==> src/rtl/ahblite_pkg.sv <==
// Shared AHB-Lite encodings and the data-phase state type of the slave response mux.
package ahblite_pkg;

    typedef enum logic [1:0] {
        ST_IDLE = 2'd0,
        ST_SLV  = 2'd1,
        ST_ERR1 = 2'd2,
        ST_ERR2 = 2'd3
    } mux_state_e;

    localparam logic [1:0] HTRANS_IDLE   = 2'b00;
    localparam logic [1:0] HTRANS_BUSY   = 2'b01;
    localparam logic [1:0] HTRANS_NONSEQ = 2'b10;
    localparam logic [1:0] HTRANS_SEQ    = 2'b11;

    localparam logic HRESP_OKAY  = 1'b0;
    localparam logic HRESP_ERROR = 1'b1;

endpackage

==> src/rtl/ahblite_mux_wdog.sv <==
// Wait-state watchdog: counts stalled data-phase cycles of the selected slave and
// flags the cycle on which the transfer must be forcibly terminated.
module ahblite_mux_wdog #(
    parameter int TIMEOUT_CYCLES = 256
) (
    input  logic HCLK,
    input  logic HRESETn,
    input  logic clr,
    input  logic en,
    output logic expire
);

    localparam int CW = (TIMEOUT_CYCLES > 0) ? $clog2(TIMEOUT_CYCLES + 1) : 1;
    localparam logic [CW-1:0] CNT_MAX  = CW'(TIMEOUT_CYCLES);
    localparam logic [CW-1:0] CNT_LAST = CW'((TIMEOUT_CYCLES > 0) ? TIMEOUT_CYCLES - 1 : 0);

    logic [CW-1:0] wcnt;

    // Saturates at TIMEOUT_CYCLES so a disabled or long-stalled watchdog never wraps.
    always_ff @(posedge HCLK or negedge HRESETn) begin
        if (!HRESETn) begin
            wcnt <= '0;
        end else if (clr) begin
            wcnt <= '0;
        end else if (en && (wcnt != CNT_MAX)) begin
            wcnt <= wcnt + 1'b1;
        end
    end

    assign expire = (TIMEOUT_CYCLES != 0) && en && !clr && (wcnt == CNT_LAST);

endmodule

==> src/rtl/ahblite_slave_mux_n.sv <==
// AHB-Lite data-phase response mux for NUM_PORTS slaves with an integrated default
// slave, a wait-state watchdog and sticky error status.
module ahblite_slave_mux_n
    import ahblite_pkg::*;
#(
    parameter int NUM_PORTS      = 5,
    parameter int DATA_W         = 32,
    parameter int TIMEOUT_CYCLES = 256
) (
    input  logic                          HCLK,
    input  logic                          HRESETn,
    input  logic                          HREADY,
    input  logic [1:0]                    HTRANS,
    input  logic [NUM_PORTS-1:0]          P_HSEL,
    input  logic [NUM_PORTS-1:0]          P_HREADYOUT,
    input  logic [NUM_PORTS-1:0]          P_HRESP,
    input  logic [NUM_PORTS*DATA_W-1:0]   P_HRDATA,
    input  logic                          STATUS_CLR,
    output logic                          HREADYOUT,
    output logic                          HRESP,
    output logic [DATA_W-1:0]             HRDATA,
    output logic                          DECODE_ERR,
    output logic                          TIMEOUT_ERR,
    output logic [$clog2(NUM_PORTS)-1:0]  TIMEOUT_PORT,
    output logic [1:0]                    dbg_state
);

    localparam int IW = $clog2(NUM_PORTS);

    // Handshake: an address phase is accepted on every edge with HREADY=1 (active when
    // HTRANS[1]=1); its data phase completes on the first later edge with HREADYOUT=1.

    function automatic logic is_onehot(input logic [NUM_PORTS-1:0] v);
        int n;
        n = 0;
        for (int i = 0; i < NUM_PORTS; i++) n += int'(v[i]);
        return (n == 1);
    endfunction

    function automatic logic [IW-1:0] encode(input logic [NUM_PORTS-1:0] v);
        logic [IW-1:0] idx;
        idx = '0;
        for (int i = 0; i < NUM_PORTS; i++) if (v[i]) idx = IW'(i);
        return idx;
    endfunction

    mux_state_e    state_q;
    logic [IW-1:0] sel_q;
    logic          ready_sel;
    logic          wdog_expire;
    logic          unused_htrans0;

    assign ready_sel      = P_HREADYOUT[sel_q];
    assign unused_htrans0 = HTRANS[0];
    assign dbg_state      = state_q;

    ahblite_mux_wdog #(
        .TIMEOUT_CYCLES(TIMEOUT_CYCLES)
    ) u_wdog (
        .HCLK   (HCLK),
        .HRESETn(HRESETn),
        .clr    (HREADY),
        .en     ((state_q == ST_SLV) && !ready_sel),
        .expire (wdog_expire)
    );

    always_ff @(posedge HCLK or negedge HRESETn) begin
        if (!HRESETn) begin
            state_q      <= ST_IDLE;
            sel_q        <= '0;
            DECODE_ERR   <= 1'b0;
            TIMEOUT_ERR  <= 1'b0;
            TIMEOUT_PORT <= '0;
        end else begin
            // Clear first so a same-cycle set below wins.
            if (STATUS_CLR) begin
                DECODE_ERR  <= 1'b0;
                TIMEOUT_ERR <= 1'b0;
            end
            if (state_q == ST_ERR1) begin
                state_q <= ST_ERR2;
            end else if (HREADY) begin
                if (!HTRANS[1]) begin
                    state_q <= ST_IDLE;
                end else if (is_onehot(P_HSEL)) begin
                    state_q <= ST_SLV;
                    sel_q   <= encode(P_HSEL);
                end else begin
                    state_q    <= ST_ERR1;
                    DECODE_ERR <= 1'b1;
                end
            end else if ((state_q == ST_SLV) && wdog_expire) begin
                state_q      <= ST_ERR1;
                TIMEOUT_ERR  <= 1'b1;
                TIMEOUT_PORT <= sel_q;
            end
        end
    end

    always_comb begin
        HREADYOUT = 1'b1;
        HRESP     = HRESP_OKAY;
        HRDATA    = '0;
        case (state_q)
            ST_SLV: begin
                HREADYOUT = ready_sel;
                HRESP     = P_HRESP[sel_q];
                HRDATA    = P_HRDATA[int'(sel_q)*DATA_W +: DATA_W];
            end
            ST_ERR1: begin
                HREADYOUT = 1'b0;
                HRESP     = HRESP_ERROR;
            end
            ST_ERR2: begin
                HRESP = HRESP_ERROR;
            end
            default: ;
        endcase
    end

endmodule

==> config.mk <==
export PLATFORM = sky130hd
export DESIGN_NAME = ahblite_slave_mux_n
export DESIGN_NICKNAME = d
export VERILOG_FILES = /design/src/rtl/ahblite_pkg.sv /design/src/rtl/ahblite_mux_wdog.sv /design/src/rtl/ahblite_slave_mux_n.sv
export SDC_FILE = /design/constraint.sdc
export NUM_CORES = 1
export LEC_CHECK = 0
export BUFFER_PORTS_ARGS = -buffer_cell sky130_fd_sc_hd__clkbuf_2
export CAP_MARGIN = 20
export CORE_AREA = 2 2 85 87
export CTS_BUF_LIST = sky130_fd_sc_hd__clkbuf_4 sky130_fd_sc_hd__clkbuf_8 sky130_fd_sc_hd__clkbuf_16
export DETAILED_ROUTE_END_ITERATION = 10
export DIE_AREA = 0 0 87 89
export PLACE_DENSITY_LB_ADDON = 0.15
export SYNTH_ARGS = -nofsm -noshare
export SYNTH_HDL_FRONTEND = slang
export SYNTH_SLANG_ARGS = --single-unit
==> constraint.sdc <==
create_clock -name HCLK -period 2.34 [get_ports HCLK]
set_input_delay 0.468 -clock HCLK [delete_from_list [all_inputs] [get_ports HCLK]]
set_output_delay 0.468 -clock HCLK [all_outputs]
set_load 0.01 [all_outputs]
==> flow_summary.json <==
{
  "cts_made_buffers": 3,
  "start_kind": "primary input",
  "synth_area_leaders": "mux4_2, dfrtp_1, a22oi_1",
  "synth.ff_latch_count": 19,
  "synth_compound_area_frac": 0.182,
  "synth_top_cell_area_share": 0.312,
  "dpl.hpwl_um": 7970,
  "synth-simple-area-share": 0.154,
  "max-slew-margin-rel": 0.655,
  "clock_latency_ns": 0.26,
  "core_area_mm2": 0.00672,
  "mappedNetlistNets": 424,
  "worst-endpoint-required_ns": 2.48,
  "hold_viol_final": 0,
  "crit_type": "in2reg",
  "fmax_mhz": 433,
  "synthMuxAreaShare": 0.364,
  "synth-adder-area-share": 0.0378,
  "clock-skew-final_ns": 0.00395,
  "diodes": 0,
  "setup_slack_ns": 0.0301,
  "final.min_clock_period_ns": 2.31,
  "status": "complete, no violations",
  "rsz0062_at_grt": "yes",
  "drt_iter0_markers": 131,
  "yosysMostFrequentCell": "nor2_1",
  "clkTransAtPathRegs_ns": 0.07,
  "syn-cell-area_mm2": 0.00238,
  "overflow": 0,
  "cts_hold_buf": 0,
  "met1_usage": 0.285,
  "powerDensity_mw_per_mm2": 807,
  "die_area_mm2": 0.00774,
  "totalWireLength_um": 9410,
  "firstDrtPassIters": 4,
  "cts_tree": "built",
  "grt_max_degree": 34,
  "dieWidth_um": 87,
  "yosys_warnings": 0,
  "syn_inst": 237,
  "post-place-ws_ns": -0.278,
  "cts.sinks": 19,
  "leakagePower_uw": 0.00190,
  "path_max_fanout": 2,
  "routedWlPerCell_um": 17.5,
  "drive_above_1_share": 0.647,
  "gr-usage-all-layers": 0.224,
  "antenna_found_initial": 1,
  "rows": 30,
  "cts.htree.levels": 1,
  "slew_violations": 0,
  "syn_area_per_cell_um2": 10.0,
  "synthXorXnorAreaFrac": 0,
  "syn_to_final_growth_pct": 58.8,
  "async_reset_ff_frac": 1.00,
  "synth_edf_count": 0,
  "maxCapViolCount": 0,
  "place_congestion": 0.849,
  "top_usage_layer": "met2",
  "grt_use_met2": 0.381,
  "fin_total_pwr_uw": 3050,
  "ys_seq_area_frac": 0.200,
  "critPathArrivalTime_ns": 2.45,
  "ys_types": 43,
  "synth.largest_area_cell": "mux4_2",
  "setup_viol": 0,
  "synth_top_family_by_area": "multiplexers",
  "ant_nets": 0,
  "met3_usage": 0.0517,
  "peakVddDrop_uv": 535,
  "num_vias": 2873,
  "r2r_setup_slack_ns": 0.14,
  "grt_pass1_wl_um": 13400,
  "hold_path.class": "in2async",
  "finalCritPeriodShare": 0.987,
  "nFillCells": 613,
  "routed_via_density": 5.33,
  "ctsLongestPathBuffers": 2,
  "post-route-drc-count": 0,
  "io_pins": 222,
  "start_util": 0.354,
  "synth_commonest_cells": "nor2_1, a22oi_1, mux4_2",
  "synth_ff_type": "dfrtp_1",
  "worstSetupEndpointType": "register",
  "die_h_um": 89,
  "worstMarginPinSlew_ns": 0.517,
  "layout.nets": 647,
  "cts_root_buf": "clkbuf_8",
  "io_buffer_count": 220,
  "grt_pass1_vias": 2667
}
## sequential cells by signal, summed over array words and instances (netlist names)
name,flops
sel_q,3
u_wdog.wcnt,9
TIMEOUT_PORT,3
DECODE_ERR,1
TIMEOUT_ERR,1
dbg_state,2
## kinds of logic after synthesis
logic type,count (synthesis)
AO/OA/AOI/OAI,59
adder cells (fa/ha/maj),6
buffers and inverters,36
flip-flops,19
multiplexers,44
AND/OR/NAND/NOR,73
## metrics by stage
stage               hold slack (ns)  setup TNS (ns)  cells   util  instance area (um2)
floorplan                     0.172          -0.146    237      -                 2400
finish                        0.172               0    539  0.563                 3780
detailed placement            0.463          -0.861    534  0.548                 3680
CTS                           0.186               0    539  0.558                 3750
global placement              0.454          -0.772    534  0.548                 3680
global route                  0.207          -0.422    539  0.563                 3780
## cells in the final DEF (no fill, tap or decap), types with 4 or more instances in the layout
cell,Yosys,routed
nor2b_1,4,4
nand3_1,10,10
buf_2,4,9
mux2_2,7,6
a22oi_1,33,32
dfrtp_1,19,17
buf_4,0,14
clkbuf_2,0,211
a21oi_1,7,7
mux4_2,33,33
or4_1,4,4
inv_1,15,14
nor2_1,39,38
## critical path: stages
cell and delay [ns]:
clkbuf_2 0.08, inv_1 0.04, fa_1 0.49, fa_2 0.35, inv_2 0.07, ha_4 0.19
or3_4 0.35, nor2_4 0.11, mux2_4 0.30
## report_power, final
| group | switching, uW | leakage, uW | internal (uW) | total, uW |
|---|---|---|---|---|
| clock | 111 | 0.0000262 | 133 | 243 |
| combinational | 1150 | 0.00162 | 1200 | 2350 |
| sequential | 70.0 | 0.000249 | 387 | 457 |
## layout make-up
type	count	area (um2)	share of cell area
clock buffer	4	48.8	0.0129
inverter	16	60.1	0.0159
multi-input combinational	182	1820	0.480
sequential	19	478	0.126
tap	80	100	0.0265
timing repair buffer	238	1280	0.338
## path summary, 6_finish.rpt
kind / from / end / depth (start not counted)
min reg2reg: TIMEOUT_ERR / TIMEOUT_ERR / 1
min: HRESETn / TIMEOUT_PORT[1] / 1
min in group HCLK: TIMEOUT_ERR / TIMEOUT_ERR / 1
max: P_HSEL[0] / sel_q[0] / 9
max in group asynchronous: HRESETn / sel_q[0] / 1
max reg2reg: sel_q[0] / u_wdog.wcnt[7] / 5
## repair_timing
item                       in CTS  in global routing
setup buffers                   1                  0
pin swaps                       0                  1
hold endpoints to repair        0                  0
setup endpoints to repair      17                 23
resized for setup               3                 13
## per-layer routing
| layer | wire length [um] | part of all wire |
|---|---|---|
| met5 | 0 | 0 |
| met4 | 175 | 0.019 |
| met3 | 795 | 0.084 |
| met2 | 4790 | 0.51 |
| met1 | 3650 | 0.39 |
Note: power is estimated with default switching activity, not from simulation.
